$ cat src/rtl/obstacle_spawner_if.sv
// Interface bundling the control inputs and the slot read port of the
// obstacle spawner. The game controller side drives the master modport;
// the spawner itself uses the slave modport.
interface obstacle_spawner_if;
   logic        enable;
   logic        clear;
   logic        frame_tick;
   logic [10:0] rand_num;
   logic [2:0]  rd_idx;
   logic        rd_active;
   logic [9:0]  rd_x;
   logic [10:0] rd_y;
   logic        spawn_pulse;
   logic        busy;
   logic        tick_drop;

   modport master (
      output enable, clear, frame_tick, rand_num, rd_idx,
      input  rd_active, rd_x, rd_y, spawn_pulse, busy, tick_drop
   );

   modport slave (
      input  enable, clear, frame_tick, rand_num, rd_idx,
      output rd_active, rd_x, rd_y, spawn_pulse, busy, tick_drop
   );
endinterface

$ cat src/rtl/obstacle_spawner.sv
// Obstacle spawner for the Running Pig game.
// Keeps SLOTS obstacle slots. Once per accepted frame tick it walks the
// slots one per cycle, scrolling active obstacles left and retiring those
// at the left edge, then spends one cycle deciding whether to place a new
// obstacle at the right edge at a random vertical position.
module obstacle_spawner #(
   parameter int SLOTS     = 4,
   parameter int Y_RANGE   = 479,
   parameter int X_START   = 640,
   parameter int SPEED     = 2,
   parameter int SPAWN_GAP = 60
) (
   input  logic               clk,
   input  logic               rst_n,
   obstacle_spawner_if.slave  bus
);

   typedef enum logic [1:0] {
      IDLE  = 2'd0,
      MOVE  = 2'd1,
      SPAWN = 2'd2
   } state_t;

   state_t      state;
   state_t      next_state;
   logic [2:0]  idx;
   logic [6:0]  gap_cnt;
   logic        spawn_pulse_r;
   logic        tick_drop_r;

   logic [SLOTS-1:0] slot_act;
   logic [9:0]       slot_x [SLOTS];
   logic [10:0]      slot_y [SLOTS];

   logic        free_found;
   logic [2:0]  free_idx;
   logic [10:0] spawn_y;
   logic [6:0]  gap_reload;

   // The generator should stay below Y_RANGE, but an out-of-range value is
   // folded back into the screen rather than trusted.
   assign spawn_y    = (bus.rand_num >= 11'(Y_RANGE)) ? bus.rand_num - 11'(Y_RANGE)
                                                     : bus.rand_num;
   assign gap_reload = 7'(SPAWN_GAP) + {2'b00, bus.rand_num[4:0]};

   assign bus.busy        = (state != IDLE);
   assign bus.spawn_pulse = spawn_pulse_r;
   assign bus.tick_drop   = tick_drop_r;

   // Lowest-index free slot; scanning downward lets the lowest index win.
   always_comb begin
      free_found = 1'b0;
      free_idx   = 3'd0;
      for (int s = SLOTS - 1; s >= 0; s--) begin
         if (!slot_act[s]) begin
            free_found = 1'b1;
            free_idx   = 3'(s);
         end
      end
   end

   // Indexed read port; indices past the last slot read as an empty slot.
   always_comb begin
      bus.rd_active = 1'b0;
      bus.rd_x      = 10'd0;
      bus.rd_y      = 11'd0;
      for (int s = 0; s < SLOTS; s++) begin
         if (bus.rd_idx == 3'(s)) begin
            bus.rd_active = slot_act[s];
            bus.rd_x      = slot_x[s];
            bus.rd_y      = slot_y[s];
         end
      end
   end

   // State register: clear forces IDLE, enable low freezes the sequence.
   always_ff @(posedge clk or negedge rst_n) begin
      if (!rst_n) begin
         state <= IDLE;
      end else if (bus.clear) begin
         state <= IDLE;
      end else if (bus.enable) begin
         state <= next_state;
      end
   end

   // Next-state: a tick starts the slot walk, the last slot leads to the
   // spawn decision, and the spawn decision always takes one cycle.
   always_comb begin
      next_state = state;
      case (state)
         IDLE:    if (bus.frame_tick) next_state = MOVE;
         MOVE:    if (idx == 3'(SLOTS - 1)) next_state = SPAWN;
         SPAWN:   next_state = IDLE;
         default: next_state = IDLE;
      endcase
   end

   // Slot storage, walk counter and spawn gap. Movement happens one slot per
   // MOVE cycle so a slot retired here is already free when SPAWN looks.
   always_ff @(posedge clk or negedge rst_n) begin
      if (!rst_n) begin
         idx           <= 3'd0;
         gap_cnt       <= 7'(SPAWN_GAP);
         spawn_pulse_r <= 1'b0;
         slot_act      <= '0;
         for (int s = 0; s < SLOTS; s++) begin
            slot_x[s] <= 10'd0;
            slot_y[s] <= 11'd0;
         end
      end else begin
         spawn_pulse_r <= 1'b0;
         if (bus.clear) begin
            idx      <= 3'd0;
            gap_cnt  <= 7'(SPAWN_GAP);
            slot_act <= '0;
            for (int s = 0; s < SLOTS; s++) begin
               slot_x[s] <= 10'd0;
               slot_y[s] <= 11'd0;
            end
         end else if (bus.enable) begin
            case (state)
               IDLE: begin
                  idx <= 3'd0;
               end
               MOVE: begin
                  for (int s = 0; s < SLOTS; s++) begin
                     if (idx == 3'(s) && slot_act[s]) begin
                        if (slot_x[s] < 10'(SPEED)) begin
                           slot_act[s] <= 1'b0;
                        end else begin
                           slot_x[s] <= slot_x[s] - 10'(SPEED);
                        end
                     end
                  end
                  idx <= idx + 3'd1;
               end
               SPAWN: begin
                  if (gap_cnt != 7'd0) begin
                     gap_cnt <= gap_cnt - 7'd1;
                  end else if (free_found) begin
                     for (int s = 0; s < SLOTS; s++) begin
                        if (free_idx == 3'(s)) begin
                           slot_act[s] <= 1'b1;
                           slot_x[s]   <= 10'(X_START);
                           slot_y[s]   <= spawn_y;
                        end
                     end
                     gap_cnt       <= gap_reload;
                     spawn_pulse_r <= 1'b1;
                  end
               end
               default: begin
                  idx <= 3'd0;
               end
            endcase
         end
      end
   end

   // Flag a tick that arrives while an update is running or the game is
   // paused; a tick swallowed by clear is not reported.
   always_ff @(posedge clk or negedge rst_n) begin
      if (!rst_n) begin
         tick_drop_r <= 1'b0;
      end else begin
         tick_drop_r <= bus.frame_tick && !bus.clear &&
                        ((state != IDLE) || !bus.enable);
      end
   end

endmodule

$ cat src/flat_wrapper.sv
// flat-port wrapper written by rule: the top's interface ports become plain ports
module obstacle_spawner_flat 
#(
   parameter int SLOTS     = 4,
   parameter int Y_RANGE   = 479,
   parameter int X_START   = 640,
   parameter int SPEED     = 2,
   parameter int SPAWN_GAP = 60
)
  (clk, rst_n, bus_enable, bus_clear, bus_frame_tick, bus_rand_num, bus_rd_idx, bus_rd_active, bus_rd_x, bus_rd_y, bus_spawn_pulse, bus_busy, bus_tick_drop);
  obstacle_spawner_if bus_i ();
  input  logic clk;
  input  logic rst_n;
  input wire logic [$bits(bus_i.enable)-1:0] bus_enable;
  input wire logic [$bits(bus_i.clear)-1:0] bus_clear;
  input wire logic [$bits(bus_i.frame_tick)-1:0] bus_frame_tick;
  input wire logic [$bits(bus_i.rand_num)-1:0] bus_rand_num;
  input wire logic [$bits(bus_i.rd_idx)-1:0] bus_rd_idx;
  output wire logic [$bits(bus_i.rd_active)-1:0] bus_rd_active;
  output wire logic [$bits(bus_i.rd_x)-1:0] bus_rd_x;
  output wire logic [$bits(bus_i.rd_y)-1:0] bus_rd_y;
  output wire logic [$bits(bus_i.spawn_pulse)-1:0] bus_spawn_pulse;
  output wire logic [$bits(bus_i.busy)-1:0] bus_busy;
  output wire logic [$bits(bus_i.tick_drop)-1:0] bus_tick_drop;
  assign bus_i.enable = bus_enable;
  assign bus_i.clear = bus_clear;
  assign bus_i.frame_tick = bus_frame_tick;
  assign bus_i.rand_num = bus_rand_num;
  assign bus_i.rd_idx = bus_rd_idx;
  assign bus_rd_active = bus_i.rd_active;
  assign bus_rd_x = bus_i.rd_x;
  assign bus_rd_y = bus_i.rd_y;
  assign bus_spawn_pulse = bus_i.spawn_pulse;
  assign bus_busy = bus_i.busy;
  assign bus_tick_drop = bus_i.tick_drop;
  obstacle_spawner #(.SLOTS(SLOTS), .Y_RANGE(Y_RANGE), .X_START(X_START), .SPEED(SPEED), .SPAWN_GAP(SPAWN_GAP)) u_core (.clk(clk), .rst_n(rst_n), .bus(bus_i));
endmodule
$ cat config.mk
export PLATFORM = sky130hd
export DESIGN_NAME = obstacle_spawner_flat
export DESIGN_NICKNAME = d
export VERILOG_FILES = /design/src/rtl/obstacle_spawner_if.sv /design/src/rtl/obstacle_spawner.sv /design/src/flat_wrapper.sv
export SDC_FILE = /design/constraint.sdc
export NUM_CORES = 1
export LEC_CHECK = 0
export CAP_MARGIN = 20
export CORE_UTILIZATION = 30
export CTS_CLUSTER_SIZE = 12
export DETAILED_ROUTE_END_ITERATION = 10
export PLACE_DENSITY = 0.54
export SLEW_MARGIN = 20
export SYNTH_ARGS = -nofsm -noshare
export SYNTH_HDL_FRONTEND = slang
export SYNTH_SLANG_ARGS = --single-unit
export TNS_END_PERCENT = 5
$ cat constraint.sdc
create_clock -name clk -period 3.2 [get_ports clk]
set_input_delay 0.32 -clock clk [delete_from_list [all_inputs] [get_ports clk]]
set_output_delay 0.32 -clock clk [all_outputs]
set_load 0.005 [all_outputs]
# Yosys cells after proc, flatten, opt, wreduce, memory -nomap -nowiden
# Cells that the tools add are included.
dict set report op_classes {
  bitwise_logic 0
  reduce_logical 39
  n_eq_ne 33
  multipliers 0
  shift 0
  magnitude_cmp 5
  n_mux 82
  addsub 8
  n_div 0
}
# operator count
set ops {}
lappend ops {{2-to-1 mux 44 bit} 5}
lappend ops {{2-to-1 mux 10 bit} 16}
lappend ops {{2-to-1 mux 40 bit} 4}
lappend ops {{2-to-1 mux 11 bit} 9}
lappend ops {{one-hot mux 40 bit (2 select lines)} 1}
lappend ops {{AND reduction 7 bit} 8}
lappend ops {{!= test 3 x 2 -> 1 bit, second input constant} 14}
lappend ops {{less-than comparator 10 x 2 -> 1 bit, second input constant} 4}
lappend ops {{subtractor 10 x 2 -> 10 bit, second input constant} 4}
lappend ops {{2-to-1 mux 7 bit} 5}
lappend ops {{2-to-1 mux 1 bit} 25}
lappend ops {{AND reduction 5 bit} 4}
lappend ops {{equality test 3 x 2 -> 1 bit, second input constant} 6}
lappend ops {{!= test 3 bit, second input constant} 6}
lappend ops {{2-to-1 mux 4 bit} 4}
lappend ops {{nonzero test 2 bit} 8}
lappend ops {{2-to-1 mux 3 bit} 5}
lappend ops {{greater-or-equal comparator 11 x 9 -> 1 bit, second input constant} 1}
lappend ops {{subtractor 11 x 9 -> 11 bit, second input constant} 1}
lappend ops {{2-to-1 mux 2 bit} 5}
lappend ops {{equality test 3 x 1 -> 1 bit, second input constant} 3}
lappend ops {{zero test 3 bit} 3}
lappend ops {{one-hot mux 4 bit (2 select lines)} 1}
lappend ops {{adder 6 x 5 -> 7 bit, first input constant} 1}
lappend ops {{15 further kinds} 24}
dict set report word_totals {
  elab_cells 184
  mem_count 0
  in_bits 19
  latchBits 0
  regBits 102
  ramBits 0
  romBits 0
}

# Longest topological paths before layout
# Gate-level depths: netlist (run 1).
dict set report logic_depth {
  ltp_word 11
  depth_mapped 9
  mapped_depth_nobuf 7
}

# Worst setup path after synthesis (run 1)
# Ideal clock, no wire load.
dict set report synth_path {
  kind {reg2reg}
  startpoint {register u_core.gap_cnt[0]}
  endpoint {register u_core.slot_x[22] (netlist name)}
  period_less_slack_ns 2.550
  path_stages_with_launch 8
  setup_ns 0.074
  setup_slack_ns 0.650
  arrival_time_ns 2.476
  path_cell_list {dfrtp_1 > inv_1 > ha_1 > or4b_4 > or4_4 > a221o_1 > or3_1 > a21oi_2}
}
dict set report synth_via {
  elab_chain_len 3
}
# element line
set synth_lines {}
lappend synth_lines {{start: declaration} obstacle_spawner.sv:27} ;# logic [6:0] gap_cnt;
lappend synth_lines {{start signal: assignment} obstacle_spawner.sv:104} ;# gap_cnt <= 7'(SPAWN_GAP);
lappend synth_lines {{start signal: assignment} obstacle_spawner.sv:115} ;# gap_cnt <= 7'(SPAWN_GAP);
lappend synth_lines {{start signal: assignment} obstacle_spawner.sv:140} ;# gap_cnt <= gap_cnt - 7'd1;
lappend synth_lines {{nonzero test 7 bit} obstacle_spawner.sv:139} ;# if (gap_cnt != 7'd0) begin
lappend synth_lines {{!= test 3 bit (no source line)} -}
lappend synth_lines {{AND reduction 7 bit (no source line)} -}
lappend synth_lines {{end signal: indexed assignment} obstacle_spawner.sv:132} ;# slot_x[s] <= slot_x[s] - 10'(SPEED);
lappend synth_lines {{end signal: indexed assignment} obstacle_spawner.sv:145} ;# slot_x[s] <= 10'(X_START);
lappend synth_lines {{end: declaration} obstacle_spawner.sv:32} ;# logic [9:0] slot_x [SLOTS];
# No other way between the ends.
# A chain may end at the register's enable or synchronous reset.

# Worst setup path after layout (run 1)
# Same ends and word-level chain as after synthesis.

==> summary.md, run 1 <==
| Metric | Value |
|---|---|
| R2R setup slack | `between 400 and 500 ps` |
| Synthesized area per cell | `9.46 sq um` |
| Final wirelength | `~17000 microns` |
| Initial antenna violation count | `0` |
| Kind of cell adding the most delay to the critical path | `simple AND/OR/NAND/NOR gates` |
| Async set-reset flop share out of synthesis | `100%` |
| Worst-case clock skew | `5.67 ps` |
| Share of cells above drive strength 1 | `13.2%` |
| Buf/Inv on CP | `1` |
| Port Buf Inserts | `42` |
| CTS buffer count | `9` |
| RD Place Congestion | `between 0.8 and 0.9` |
| CP Max Fanout | `8` |
| PwrDens | `402 mW/mm^2` |
| Net count after synthesis | `665` |
| Fill cell count | `1990` |
| Critical Path RT | `roughly 3500 ps` |
| RSZ-0062 raised after global routing | `no` |
| Max-cap violations | `0` |
| Post-DP HPWL | `between 10000 and 15000 microns` |
| First-pass DRT Iterations | `5` |
| GR Util All Layers | `17.1%` |
| Synth Area in Simple Gates | `between 20% and 30%` |
| Max frequency | `364 MHz` |
| Die Area | `0.0205 sq mm` |
| Initial Utilization | `30.7%` |
| CP peak stage delay | `540 ps` |
| Clock Tree Buf Depth | `2` |
| Vias/cell | `5.50` |
| Critical setup path kind | `reg2reg` |
| Reg clk slew, reported paths | `approximately 80 ps` |
| Clock latency on the worst-skew pair | `360 ps` |
| Clk root buf | `clkbuf_16` |
| Placement row count | `51` |
| Per-cell routed wire length | `17.6 microns` |
| Slew @ Worst Pin | `917 ps` |
| Htree depth | `3` |
| Yosys warns | `0` |
| P&R area growth vs syn | `18.0%` |
| Critical-path top delay cell | `or4_4` |
| Syn Inst Count | `631` |
| DRT antenna net count | `0` |
| Final setup fails | `0` |
| First-pass GRT wire length | `26900 microns` |
| Setup Fix Bufs, Post-CTS | `0` |
| Iteration-0 DRC count of the detailed router | `440` |
| CP cell instances | `inv_1 > ha_1 > or4b_4 > or4_4 > a221o_1 > or3_1 > a21oi_2` |
| R2r endpoint | `u_core.slot_x[22]` |
| CTS tree | `done` |
| Compound-cell area share of the yosys netlist | `17.5%` |
| Chip height | `143 microns` |
| Fin crit share | `85.9%` |
| Multiplexer share of the synthesized area | `between 10% and 20%` |
| Min-delay worst type | `in2async` |
| Post-CTS Resized | `0` |
| Residual DRC | `0` |
| Yosys cell types | `72` |
| FF-to-FF Start | `u_core.gap_cnt[0]` |
| Register bit total from synthesis | `98` |
| Post-Synth XOR/XNOR Area | `under 10%` |
| Number of global-route vias before repair | `5060` |
| Relative slew slack | `38.8%` |
| Crit path time final | `2750 ps` |
| Reg2reg path depth | `7` |
| # diodes | `0` |
| # IOs | `44` |
| Vias | `5166` |
| DIE WIDTH | `between 100 and 150 microns` |
| Pin count of the biggest net entering global routing | `70` |
| Core area | `0.0195 sq mm` |
| Post-layout util | `36.2%` |
| Post-Synth Adder-Cell Area | `3.15%` |
| Status | `complete, no violations` |
| Worst setup SP type | `register` |
| Clock sinks | `98` |
| WP data arrival | `3040 ps` |
| Crit path capture type | `register` |
| Max Slew Vio Count | `0` |
| Mapped cell area | `0.00597 sq mm` |
| Seq/Total Area, Yosys | `41.2%` |
| Largest family of logic cells by synthesized area | `simple AND/OR/NAND/NOR gates` |
| Layout Nets | `around 700` |
| Setup TNS | `0 ps` |
| Post-synth EDFFs | `0` |
| Ys flop type | `dfrtp_1` |
| Hold slack | `around 65 ps` |
| Hold-fix buffers, CTS | `0` |
| Leakage | `0.00286 uW` |
| Final hold viol count | `0` |
| Worst IR drop on VDD | `between 200 and 300 uV` |
| Gr ovfl total | `0` |
logic make-up after synthesis:
family	after synthesis
AND/OR/NAND/NOR	258
AO/OA/AOI/OAI	156
flip-flops	98
buffers and inverters	60
multiplexers	34
adder cells (fa/ha/maj)	15
XOR/XNOR	9
other	1
state kept, by name, summed over array words and instances, names as in the netlist:
name and count:
u_core.state 2, u_core.slot_act 4, u_core.gap_cnt 7, u_core.slot_x 36, u_core.idx 3, u_core.bus.spawn_pulse 1, u_core.bus.tick_drop 1, u_core.slot_y 44
area by class of cell:
cell class	instances	area, sq um	share of cell area, %
clock buffer	9	225	3.20
clock inverter	7	68.8	0.977
inverter	24	90.1	1.28
multi-input combinational	473	3290	46.7
sequential	98	2460	34.9
tap	265	332	4.71
timing repair buffer	63	583	8.28
synth_stat cells, types with 5 or more instances:
| library cell | number | share of area (%) |
|---|---|---|
| nor4_1 | 7 | 0.73 |
| and3_1 | 5 | 0.52 |
| o21ai_0 | 22 | 1.8 |
| or4_1 | 5 | 0.63 |
| nor2b_1 | 24 | 2.5 |
| mux2i_1 | 9 | 1.5 |
| ha_1 | 15 | 3.1 |
| mux4_2 | 21 | 7.9 |
| inv_1 | 23 | 1.4 |
| a31oi_1 | 5 | 0.52 |
| nor2_1 | 79 | 5.0 |
| buf_1 | 5 | 0.31 |
| a211oi_1 | 36 | 4.5 |
| nand4_1 | 9 | 0.94 |
| nand2b_1 | 9 | 0.94 |
| o31ai_1 | 7 | 0.88 |
| dfrtp_1 | 94 | 39 |
| nand3_1 | 12 | 1.0 |
| a21o_1 | 6 | 0.75 |
| clkbuf_1 | 30 | 1.9 |
| or3_1 | 13 | 1.4 |
| nor3_1 | 20 | 1.7 |
| xnor2_1 | 7 | 1.0 |
| nand2_1 | 42 | 2.6 |
| or2_2 | 5 | 0.52 |
| a21oi_1 | 40 | 3.4 |
how the worst max path moves through the flow:
stage,start,endpoint,slack (ps),cells past startpoint
final,u_core.gap_cnt[0],u_core.slot_x[22],450,7
after global routing,u_core.gap_cnt[0],u_core.slot_x[22],360,7
after CTS,u_core.gap_cnt[0],u_core.slot_x[22],470,7
after detailed placement,u_core.gap_cnt[0],u_core.slot_x[22],500,7
after global placement,u_core.gap_cnt[0],u_core.slot_x[22],530,7
after floorplan,u_core.gap_cnt[0],u_core.slot_x[22],650,7
cells in the final DEF (no fill, tap or decap), types with 12 or more instances in the layout:
master           count
ha_1                15
inv_1               23
nor2_1              79
or3_1               13
nand3_1             12
buf_4               21
nor2b_1             24
nand2_1             42
o21ai_0             22
dfrtp_1             94
nor3_1              19
a21oi_1             40
a211oi_1            36
clkdlybuf4s50_1     40
mux4_2              21
metrics by stage:
stage	area, sq um	setup WS (ps)	power, uW	std cells
floorplan	5970	650	1590	631
global placement	6750	530	1750	923
detailed placement	6750	500	1760	923
CTS	7040	469	2860	939
global route	7040	357	2960	939
finish	7040	452	2830	939
layer usage:
layer	vias up	part of all wire (%)	track usage [%]
li1	2409	-	-
met1	2555	46	23.1
met2	165	47	27.1
met3	37	4.8	2.75
met4	0	2.6	7.24
met5	-	0	0
power breakdown:
part           switching (uW)  internal (uW)
Sequential               56.1           1280
Clock                     539            553
Combinational             234            171
Note: power is estimated with default switching activity, not from simulation.
==> run 2, diff against run 1 <==
ABC_AREA = 1   (was default)
CORE_UTILIZATION = 60   (was 30)
HOLD_SLACK_MARGIN = 0.06   (was default)
PLACE_DENSITY = 0.89   (was 0.54)
==> run 2 against run 1 <==
  * Global-route usage grew 13 points
  * Routed wire length shrank 1.1%
  * Flip-flop and latch count is the same
  * Synthesized cell count grew 43%
  * Via count grew 24%
  * Area after synthesis grew 8.1%
  * Critical endpoint is now bus_rd_x[7]
==> summary.md, run 2 <==
| Metric | Value |
|---|---|
| Port Buf Inserts | `42 (unchanged)` |
| Layout Nets | `969 (was 703)` |
| Hold Path End | `u_core.slot_y[19]` |
| Post-synth EDFFs | `0 (unchanged)` |
| Compound-cell area share of the yosys netlist | `8.54% (was 17.5%)` |
| Post-Synth XOR/XNOR Area | `2.17% (was 1.32%)` |
| R2R setup slack | `790 ps (was 450 ps)` |
| CTS buffer count | `9 (unchanged)` |
| Ys flop type | `dfrtp_1 (unchanged)` |
| Clk root buf | `clkbuf_8 (was clkbuf_16)` |
| DRT antenna net count | `0 (unchanged)` |
| Slew @ Worst Pin | `967 ps (was 917 ps)` |
| R2r endpoint | `u_core.slot_y[14] (was u_core.slot_x[22])` |
| Leakage | `0.00353 uW (was 0.00286 uW)` |
| Worst setup SP type | `input pin (was register)` |
| GR Util All Layers | `30.6% (was 17.1%)` |
| Largest regs | `u_core.slot_y (44), u_core.slot_x (36), u_core.gap_cnt (7) (unchanged)` |
| Mapped cell area | `0.00645 sq mm (was 0.00597 sq mm)` |
| Per-cell routed wire length | `15.2 microns (was 17.6 microns)` |
| Final wirelength | `16400 microns (was 16500 microns)` |
| Initial Utilization | `62.2% (was 30.7%)` |
| Pin count of the biggest net entering global routing | `84 (was 70)` |
| Multiplexer share of the synthesized area | `0% (was 10.2%)` |
| Vias | `6416 (was 5166)` |
| Iteration-0 DRC count of the detailed router | `715 (was 440)` |
| Ranking of synthesized cells by area | `dfrtp_1 36%, nand2_1 14%, nand3_1 9.5% (was dfrtp_1 39%, mux4_2 7.9%, nor2_1 5.0%)` |
| Clock sinks | `98 (unchanged)` |
| Top cells by count, synth | `240 x nand2_1, 122 x nand3_1, 94 x dfrtp_1, 82 x nor2_1, 75 x inv_1 (was 94 x dfrtp_1, 79 x nor2_1, 42 x nand2_1, 40 x a21oi_1, 36 x a211oi_1)` |
| WP data arrival | `2370 ps (was 3040 ps)` |
| Buf/Inv on CP | `2 (was 1)` |
| Reg clk slew, reported paths | `100 ps (was 80 ps)` |
| Critical Path RT | `2880 ps (was 3490 ps)` |
| P&R area growth vs syn | `11.1% (was 18.0%)` |
| Hold Path Origin | `u_core.slot_y[19]` |
| Post-CTS Resized | `0 (unchanged)` |
| Area leader, netlist | `dfrtp_1 (unchanged)` |
| Most numerous cell in the Yosys netlist | `nand2_1 (was dfrtp_1)` |
| Syn Inst Count | `903 (was 631)` |
| CP peak stage delay | `560 ps (was 540 ps)` |
| Setup Fix Bufs, Post-CTS | `0 (unchanged)` |
| Total power | `4780 uW (was 2830 uW)` |
| Most frequent CP cell | `clkdlybuf4s50_1` |
| Net count after synthesis | `937 (was 665)` |
| Core area | `0.0104 sq mm (was 0.0195 sq mm)` |
| DIE WIDTH | `106 microns (was 143 microns)` |
| RSZ-0062 raised after global routing | `no (unchanged)` |
| Setup TNS | `0 ps (unchanged)` |
| First-pass DRT Iterations | `5 (unchanged)` |
| Critical setup path kind | `in2out (was reg2reg)` |
| # IOs | `44 (unchanged)` |
| Clock Tree Buf Depth | `2 (unchanged)` |
| Chip height | `106 microns (was 143 microns)` |
| Critical-path top delay cell | `clkdlybuf4s50_1 (was or4_4)` |
| Async set-reset flop share out of synthesis | `100% (unchanged)` |
| Largest Register | `u_core.slot_y (unchanged)` |
| First-pass GRT wire length | `27100 microns (was 26900 microns)` |
| Worst-case clock skew | `14.4 ps (was 5.67 ps)` |
| Commonest non-fill, non-tap cell in the layout | `nand2_1 (was dfrtp_1)` |
| Final hold viol count | `0 (unchanged)` |
| Relative slew slack | `35.3% (was 38.8%)` |
| # diodes | `0 (unchanged)` |
| Vias/cell | `5.96 (was 5.50)` |
| Crit path time final | `2690 ps (was 2750 ps)` |
| Placement row count | `37 (was 51)` |
| CP cell instances | `clkdlybuf4s50_1 > nor2_1 > nand2_1 > o22ai_1 > a31oi_1 > o21ai_0 > clkdlybuf4s50_1 (was inv_1 > ha_1 > or4b_4 > or4_4 > a221o_1 > or3_1 > a21oi_2)` |
| Max Slew Vio Count | `0 (unchanged)` |
| Reg2reg path depth | `10 (was 7)` |
| RD Place Congestion | `0.921 (was 0.847)` |
| CTS tree | `done (unchanged)` |
| Hold-fix buffers, CTS | `0 (unchanged)` |
| Max frequency | `372 MHz (was 364 MHz)` |
| PwrDens | `668 mW/mm^2 (was 402 mW/mm^2)` |
| Share of cells above drive strength 1 | `9.47% (was 13.2%)` |
| Htree depth | `3 (unchanged)` |
| Residual DRC | `0 (unchanged)` |
| Seq/Total Area, Yosys | `38.1% (was 41.2%)` |
| Synthesized area per cell | `7.14 sq um (was 9.46 sq um)` |
| Max reg flops | `44 (unchanged)` |
| FF-to-FF Start | `u_core.gap_cnt[2] (was u_core.gap_cnt[0])` |
| Status | `complete, no violations (unchanged)` |
| Number of global-route vias before repair | `5690 (was 5060)` |
| Yosys warns | `0 (unchanged)` |
| Fin crit share | `83.9% (was 85.9%)` |
| Yosys cell types | `42 (was 72)` |
| Share of the synthesized area in the top cell type | `36.5% (was 39.4%)` |
| Die Area | `0.0112 sq mm (was 0.0205 sq mm)` |
| Initial antenna violation count | `0 (unchanged)` |
| Worst IR drop on VDD | `426 uV (was 264 uV)` |
| Most frequent cells in the layout | `240 x nand2_1, 122 x nand3_1, 94 x dfrtp_1 (was 94 x dfrtp_1, 79 x nor2_1, 42 x nand2_1)` |
| Post-DP HPWL | `11500 microns (was 11800 microns)` |
| Kind of cell adding the most delay to the critical path | `buffers and inverters (was simple AND/OR/NAND/NOR gates)` |
| Post-Synth Adder-Cell Area | `2.91% (was 3.15%)` |
| Final setup fails | `0 (unchanged)` |
| Register bit total from synthesis | `98 (unchanged)` |
| Max-cap violations | `0 (unchanged)` |
| Crit path capture type | `output pin (was register)` |
| Min-delay worst type | `reg2reg (was in2async)` |
| Clock latency on the worst-skew pair | `380 ps (was 360 ps)` |
| CP Max Fanout | `10 (was 8)` |
| Largest family of logic cells by synthesized area | `simple AND/OR/NAND/NOR gates (unchanged)` |
| Hold path depth | `2` |
| Synth Area in Simple Gates | `40.0% (was 22.8%)` |
| Gr ovfl total | `0 (unchanged)` |
run 2: changes by cell type after synthesis, moves of 21 or more:
cell / change
nand3_1: +110
inv_1: +52
o21ai_1: +32
nand4_1: +48
nand2_1: +198
a21oi_1: -35
nor2b_1: -24
a211oi_1: -36
mux4_2: -21
run 2: worst max-delay path by stage:
stage                            startpoint          endpoint  cells past startpoint
final                         bus_rd_idx[2]       bus_rd_x[7]                      7
after global routing          bus_rd_idx[2]       bus_rd_x[8]                      7
after global placement        bus_rd_idx[1]     bus_rd_active                      6
after CTS                     bus_rd_idx[2]       bus_rd_x[8]                      7
after floorplan           u_core.gap_cnt[0]  u_core.slot_y[2]                     10
after detailed placement      bus_rd_idx[2]     bus_rd_active                      7
run 2: layout make-up:
class                      count  area (sq um)
tap                          136           170
fill                         870          3210
sequential                    98          2460
timing repair buffer          55           522
inverter                      92           350
multi-input combinational    679          3460
clock inverter                 7          75.1
clock buffer                   9           124
run 2: stage by stage:
stage | area (sq um) | instances | hold WS [ps] | setup slack, ps | utilization (%)
detailed placement | 6950 | 1059 | 467 | 556 | 67.0
global route | 7160 | 1076 | 518 | 410 | 69.1
CTS | 7150 | 1075 | 164 | 530 | 68.9
finish | 7160 | 1076 | 492 | 514 | 69.1
global placement | 6950 | 1059 | 464 | 570 | 67.0
floorplan | 6450 | 903 | 24.4 | 1610 | -
run 2: tightest hold or removal path: stages, from the launching register on:
cell and delay [ps]:
dfrtp_1 360, nand2_1 50, nand2_1 50
run 2: kinds of logic (layout without fill, tap and decap cells):
kind of cell    after synthesis  after routing
compound gates               98             98
simple gates                549            549
buf+inv                     126            163
xor+xnor                     16             16
flops                        98             98
other cells                   1              1
fa+ha+maj                    15             15
run 2: layer usage:
metal / GRT usage [%] / vias to the layer above / share of wire [%]
li1: - / 3066 / -
met1: 43.1 / 2966 / 43
met5: 0 / - / 0
met2: 46.8 / 343 / 45
met4: 11.9 / 0 / 2.4
met3: 5.26 / 41 / 9.3
run 2: power breakdown:
part,switching [uW],total (uW),internal (uW)
clock network,455,822,367
logic,1490,2280,786
registers,201,1680,1480
total,2150,4780,2630
